<file path="config.mk">
export PLATFORM = sky130hd
export DESIGN_NAME = multicycle_control_fsm
export DESIGN_NICKNAME = d
export VERILOG_FILES = /design/src/rtl/multicycle_control_fsm.sv
export SDC_FILE = /design/constraint.sdc
export NUM_CORES = 1
export LEC_CHECK = 0
export ABC_AREA = 1
export CAP_MARGIN = 30
export CORE_MARGIN = 5
export CORE_UTILIZATION = 35
export CTS_CLUSTER_DIAMETER = 80
export DETAILED_ROUTE_END_ITERATION = 10
export HOLD_SLACK_MARGIN = 0.1
export PLACE_DENSITY = 0.78
export SLEW_MARGIN = 30
export SYNTH_ARGS = -nofsm -noshare
export SYNTH_HDL_FRONTEND = slang
export SYNTH_SLANG_ARGS = --single-unit
</file>
<file path="constraint.sdc">
create_clock -name clk -period 1.5 [get_ports clk]
set_clock_uncertainty 0.2 [all_clocks]
set_input_delay 0.3 -clock clk [delete_from_list [all_inputs] [get_ports clk]]
set_output_delay 0.3 -clock clk [all_outputs]
set_load 0.1 [all_outputs]
</file>
<file path="src/rtl/multicycle_control_fsm.sv">
`default_nettype none
// ============================================================================
// Module   : multicycle_control_fsm
// Purpose  : Moore control sequencer for the multicycle RISC-V core. It steps
//            each instruction through fetch/decode/execute/memory/writeback
//            and drives the datapath selects and write strobes.
// Revision : 1.0
// ============================================================================
module multicycle_control_fsm (
  input  logic       clk,
  input  logic       rst_n,
  input  logic [6:0] op_i,
  input  logic [2:0] func3_i,
  input  logic       zero_i,
  input  logic       mem_ready_i,
  output logic       pc_write_o,
  output logic       adr_src_o,
  output logic       mem_write_o,
  output logic       ir_write_o,
  output logic       reg_write_o,
  output logic [1:0] result_src_o,
  output logic [1:0] alu_src_a_o,
  output logic [1:0] alu_src_b_o,
  output logic [1:0] alu_op_o,
  output logic [1:0] imm_src_o,
  output logic       retire_o,
  output logic       illegal_o
);

  localparam logic [6:0] OP_LOAD   = 7'b0000011;
  localparam logic [6:0] OP_STORE  = 7'b0100011;
  localparam logic [6:0] OP_RTYPE  = 7'b0110011;
  localparam logic [6:0] OP_ITYPE  = 7'b0010011;
  localparam logic [6:0] OP_BRANCH = 7'b1100011;
  localparam logic [6:0] OP_JAL    = 7'b1101111;

  localparam logic [3:0] S_FETCH    = 4'd0;
  localparam logic [3:0] S_DECODE   = 4'd1;
  localparam logic [3:0] S_MEMADR   = 4'd2;
  localparam logic [3:0] S_MEMREAD  = 4'd3;
  localparam logic [3:0] S_MEMWRITE = 4'd4;
  localparam logic [3:0] S_MEMWB    = 4'd5;
  localparam logic [3:0] S_EXECR    = 4'd6;
  localparam logic [3:0] S_EXECI    = 4'd7;
  localparam logic [3:0] S_ALUWB    = 4'd8;
  localparam logic [3:0] S_BRANCH   = 4'd9;
  localparam logic [3:0] S_JAL      = 4'd10;
  localparam logic [3:0] S_ILLEGAL  = 4'd11;

  logic [3:0] r_state;
  logic [3:0] w_next;

  logic       w_pc_update;
  logic       w_branch;
  logic       w_taken;
  logic       w_adr_src;
  logic       w_mem_write;
  logic       w_ir_write;
  logic       w_reg_write;
  logic       w_retire;
  logic [1:0] w_result_src;
  logic [1:0] w_alu_src_a;
  logic [1:0] w_alu_src_b;
  logic [1:0] w_alu_op;
  logic       w_unused_func3;

  always_ff @(posedge clk or negedge rst_n) begin
    if (!rst_n) begin
      r_state <= S_FETCH;
    end else begin
      r_state <= w_next;
    end
  end

  always_comb begin
    w_next = r_state;
    case (r_state)
      S_FETCH:    w_next = mem_ready_i ? S_DECODE : S_FETCH;
      S_DECODE: begin
        case (op_i)
          OP_LOAD, OP_STORE: w_next = S_MEMADR;
          OP_RTYPE:          w_next = S_EXECR;
          OP_ITYPE:          w_next = S_EXECI;
          OP_BRANCH:         w_next = S_BRANCH;
          OP_JAL:            w_next = S_JAL;
          default:           w_next = S_ILLEGAL;
        endcase
      end
      S_MEMADR:   w_next = op_i[5] ? S_MEMWRITE : S_MEMREAD;
      S_MEMREAD:  w_next = mem_ready_i ? S_MEMWB : S_MEMREAD;
      S_MEMWRITE: w_next = mem_ready_i ? S_FETCH : S_MEMWRITE;
      S_MEMWB:    w_next = S_FETCH;
      S_EXECR:    w_next = S_ALUWB;
      S_EXECI:    w_next = S_ALUWB;
      S_ALUWB:    w_next = S_FETCH;
      S_BRANCH:   w_next = S_FETCH;
      S_JAL:      w_next = S_ALUWB;
      S_ILLEGAL:  w_next = S_ILLEGAL;
      default:    w_next = S_FETCH;
    endcase
  end

  // Outputs depend on state only, except the handshake-qualified strobes in
  // FETCH and MEMWRITE which follow mem_ready_i.
  always_comb begin
    w_pc_update  = 1'b0;
    w_branch     = 1'b0;
    w_adr_src    = 1'b0;
    w_mem_write  = 1'b0;
    w_ir_write   = 1'b0;
    w_reg_write  = 1'b0;
    w_retire     = 1'b0;
    w_result_src = 2'b00;
    w_alu_src_a  = 2'b00;
    w_alu_src_b  = 2'b00;
    w_alu_op     = 2'b00;
    case (r_state)
      S_FETCH: begin
        w_alu_src_b  = 2'b10;
        w_result_src = 2'b10;
        w_ir_write   = mem_ready_i;
        w_pc_update  = mem_ready_i;
      end
      S_DECODE: begin
        w_alu_src_a = 2'b01;
        w_alu_src_b = 2'b01;
      end
      S_MEMADR: begin
        w_alu_src_a = 2'b10;
        w_alu_src_b = 2'b01;
      end
      S_MEMREAD: begin
        w_adr_src = 1'b1;
      end
      S_MEMWRITE: begin
        w_adr_src   = 1'b1;
        w_mem_write = 1'b1;
        w_retire    = mem_ready_i;
      end
      S_MEMWB: begin
        w_result_src = 2'b01;
        w_reg_write  = 1'b1;
        w_retire     = 1'b1;
      end
      S_EXECR: begin
        w_alu_src_a = 2'b10;
        w_alu_op    = 2'b10;
      end
      S_EXECI: begin
        w_alu_src_a = 2'b10;
        w_alu_src_b = 2'b01;
        w_alu_op    = 2'b10;
      end
      S_ALUWB: begin
        w_reg_write = 1'b1;
        w_retire    = 1'b1;
      end
      S_BRANCH: begin
        w_alu_src_a = 2'b10;
        w_alu_op    = 2'b01;
        w_branch    = 1'b1;
        w_retire    = 1'b1;
      end
      S_JAL: begin
        w_alu_src_a = 2'b01;
        w_alu_src_b = 2'b10;
        w_pc_update = 1'b1;
      end
      default: begin
      end
    endcase
  end

  // bne is beq with func3[0] set, so the zero flag polarity flips.
  assign w_taken = zero_i ^ func3_i[0];
  assign w_unused_func3 = ^func3_i[2:1];

  // Strobes are gated by rst_n so nothing writes while reset is held.
  assign pc_write_o   = rst_n & (w_pc_update | (w_branch & w_taken));
  assign ir_write_o   = rst_n & w_ir_write;
  assign mem_write_o  = rst_n & w_mem_write;
  assign reg_write_o  = rst_n & w_reg_write;
  assign retire_o     = rst_n & w_retire;
  assign adr_src_o    = w_adr_src;
  assign result_src_o = w_result_src;
  assign alu_src_a_o  = w_alu_src_a;
  assign alu_src_b_o  = w_alu_src_b;
  assign alu_op_o     = w_alu_op;
  assign illegal_o    = (r_state == S_ILLEGAL);

  always_comb begin
    case (op_i)
      OP_STORE:  imm_src_o = 2'b01;
      OP_BRANCH: imm_src_o = 2'b10;
      OP_JAL:    imm_src_o = 2'b11;
      default:   imm_src_o = 2'b00;
    endcase
  end

endmodule
`default_nettype wire
</file>
==> metrics, run 1 <==
Synth warnings=0; Cell Area, Synth=a little under 500 µm²; row cnt=13; Initial Util=0.374; Seq/Total Area, Yosys=0.206; I/O pin count=31; Synth Instances=91; Yosys cell types=15; run status=aborted with a tool error; Die Height=about 47 µm; Synthesized Nets=between 100 and 150; top post-synthesis cells by area=nand2_1, dfrtp_1, inv_1; Synth area leader=nand2_1; Log Error=[ERROR DPL-0038] Utilization greater than 100%, impossible to legalize; Port Buf Inserts=28; post-synthesis register bit count=4; Die W=~47 µm; area share of the leading cell type in the synthesized netlist=0.208; failing step=detailed placement (3_5_place_dp); syn_area_per_cell=approximately 5.3 µm²; GPL Wtd Cong=roughly 0.87
-- stage by stage --
stage	hold WS, ns	worst slack, ns	cells
3_3_place_gp	0.429	-0.530	167
2_1_floorplan	-0.196	-1.04	91
-- cell families after synthesis --
| family | Yosys count | share of synthesized area |
|---|---|---|
| simple gates | 60 | 0.542 |
| buf+inv | 18 | 0.139 |
| compound gates | 9 | 0.113 |
| flops | 4 | 0.206 |
-- cell usage after synthesis --
master	number
nor2_2	5
inv_2	1
nor2_1	14
o221ai_1	1
a21oi_1	3
nand2_2	1
a21oi_2	1
o21ai_0	3
nor2_4	1
o211ai_1	1
nand3_1	11
or2_2	1
nand2_1	27
inv_1	17
dfrtp_1	4
==> run 2: changes to the inputs <==
--- a/config.mk
+++ b/config.mk
@@ -7,12 +7,10 @@
 export LEC_CHECK = 0
 export ABC_AREA = 1
 export CAP_MARGIN = 30
-export CORE_MARGIN = 5
-export CORE_UTILIZATION = 35
-export CTS_CLUSTER_DIAMETER = 80
+export CORE_AREA = 5 5 66 68
 export DETAILED_ROUTE_END_ITERATION = 10
-export HOLD_SLACK_MARGIN = 0.1
-export PLACE_DENSITY = 0.78
+export DIE_AREA = 0 0 71 73
+export PLACE_DENSITY_LB_ADDON = 0.15
 export SLEW_MARGIN = 30
 export SYNTH_ARGS = -nofsm -noshare
 export SYNTH_HDL_FRONTEND = slang
==> metrics, run 2 <==
CTS Sinks=4; Required @ worst endpoint=1.00 ns; Core Area=3800 µm²; Yosys cell types=15 (unchanged); largest registers=r_state: 4 flops; failing checks=negative setup slack; area share of the leading cell type in the synthesized netlist=0.208 (unchanged); hold_ws=between 0.15 and 0.2 ns; Die Height=73 µm (was 47.3 µm); final core utilization=0.435; Final Hold Viols=0; Pwr Total=around 3500 µW; Worst setup SP type=register; row cnt=23 (was 13); FMAX=510 MHz; top post-synthesis cells by count=nand2_1, inv_1, nor2_1, nand3_1, nor2_2 (unchanged); leading cell type in the layout, fill and taps excluded=buf_4; diodes inserted=0; Antenna Nets Post-Route=0; Largest stage delay, worst path=~0.40 ns; slowest CP cell=dfrtp_1; first-pass GRT wire length=around 3800 µm; top post-synthesis cells by area=nand2_1, dfrtp_1, inv_1 (unchanged); htree depth=1; Max Cap Viol=0; gr ovfl total=0; Slew Limit Headroom=0.689; Synth warnings=0 (unchanged); HPWL after detailed placement=between 1500 and 2000 µm; Port Buf Inserts=28 (unchanged); pre-CTS setup slack=-0.550 ns; total CTS buffers=3; Synth Instances=91 (unchanged); GPL Wtd Cong=0.795 (was 0.868); crit path cell chain=buf_4, nand2_2, nor2_4, nand3_2, a21oi_4, buf_12; Die W=71 µm (was 47.3 µm); Synth Flop Type=dfrtp_1 (unchanged); worst r2r src=r_state[3]; share of layout cells above drive strength 1=0.774; PwrDens=about 2100 nW/µm²; RSZ-0062 raised after global routing=true; max reg flops=4; run status=finished, violations left (was aborted with a tool error); largest net degree at the start of global routing=6; Final #Nets=between 150 and 200; syn_area_per_cell=5.35 µm² (unchanged); Non-Filler Instances=214; minimum clock period=1.96 ns; Seq/Total Area, Yosys=0.206 (unchanged); Max Slew Vio Count=0; Die Area=5180 µm²; top-count cell post-synth=nand2_1 (unchanged); HP Class=input pin to asynchronous set/reset pin; Pleak=between 0.0007 and 0.0008 µW; Synth area leader=nand2_1 (unchanged); Vias=roughly 800; initial drt markers=10; most flop-heavy register=r_state; Final Cycle Share=1.31; Initial Util=0.128 (was 0.374); Post-CTS Hold Buffers=0; CP max FO=3; number of antenna violations at the first check in global routing=0; DP Cell Count=between 200 and 250; area grow syn2layout=240%; R2R cell count=9; Cell Area, Synth=487 µm² (unchanged); I/O pin count=31 (unchanged); WP data arrival=1.46 ns; Post-synth EDFFs=0 (unchanged); post-synthesis register bit count=4 (unchanged); critical setup path kind=register to output pin; overall routing resource usage=0.0897; WL/cell=slightly above 10 µm; CP Capture Type=output pin; DRC viols=0; Slew @ Worst Pin=approximately 0.47 ns; CTS tree=built; PnR worst setup slack=-0.462 ns; post-synthesis async set-or-reset flop share=1.00 (unchanged); Synthesized Nets=105 (unchanged); final wirelength=~2200 µm; most frequent cells in the layout=buf_4, buf_12, nor2_4; Final setup violation count=20; maximum clock path buffer count=2; DRT Pass-1 Iters=4; CTS clk-pin slew, worst paths=around 0.03 ns; vias in the first global route=894; worst-skew pair later-pin latency=about 0.22 ns; peak supply drop=roughly 0.46 mV; CP startpoint=r_state[3]; Root Driver=clkbuf_8; Via density=~3.8
## run 2: final cells by class
| cell class | instances | area [µm²] |
|---|---|---|
| fill | 400 | 2140 |
| timing repair buffer | 70 | 764 |
| multi-input combinational | 69 | 583 |
| sequential | 4 | 104 |
| inverter | 18 | 98.8 |
| tap | 50 | 62.6 |
| clock buffer | 3 | 41.3 |
## run 2: logic make-up (layout without fill, tap and decap cells)
kind of cell / Yosys count / after routing / synth area share
compound gates: 9 / 9 / 0.113
buf+inv: 18 / 91 / 0.139
flops: 4 / 4 / 0.206
simple gates: 60 / 60 / 0.542
## run 2: worst paths after layout
kind,endpoint,slack (ns)
min in group clk,r_state[2],0.37
max,pc_write_o,-0.46
min reg2reg,r_state[3],0.46
max reg2reg,r_state[1],-0.13
min,r_state[0],0.17
max in group asynchronous,r_state[1],0.82
## run 2: stage by stage
stage	area (µm²)	TNS, ns
after detailed placement	1460	-5.71
after global placement	1460	-5.66
after CTS	1640	-6.83
after floorplan	682	-6.46
final	1650	-6.29
after global routing	1650	-7.44
## run 2: metal layers
layer  vias to the layer above  track usage  part of all wire
met1                       360       0.0907              0.37
li1                        432            -                 -
met4                         0       0.0438             0.013
met2                        25        0.174              0.56
met5                         -            0                 0
met3                         2       0.0179             0.053
## run 2: timing repair
action | 4_1_cts | 5_1_grt
setup endpoints to repair | 20 | 21
resized for setup | 43 | 23
pin swaps | 17 | 14
cloned | 0 | 0
setup buffers | 7 | 1
## run 2: power breakdown
group / internal [µW] / switching, µW
Clock: 171 / 60.6
Sequential: 157 / 75.9
Combinational: 1210 / 1850
## run 2: worst max-delay path: cells and delay by family, from the launching register on
family / cells / cell delay [ns]
flip-flops: 1 / 0.40
buffers and inverters: 2 / 0.35
AND/OR/NAND/NOR: 3 / 0.31
AO/OA/AOI/OAI: 1 / 0.17
No activity file was read; power rests on OpenSTA's default activity.
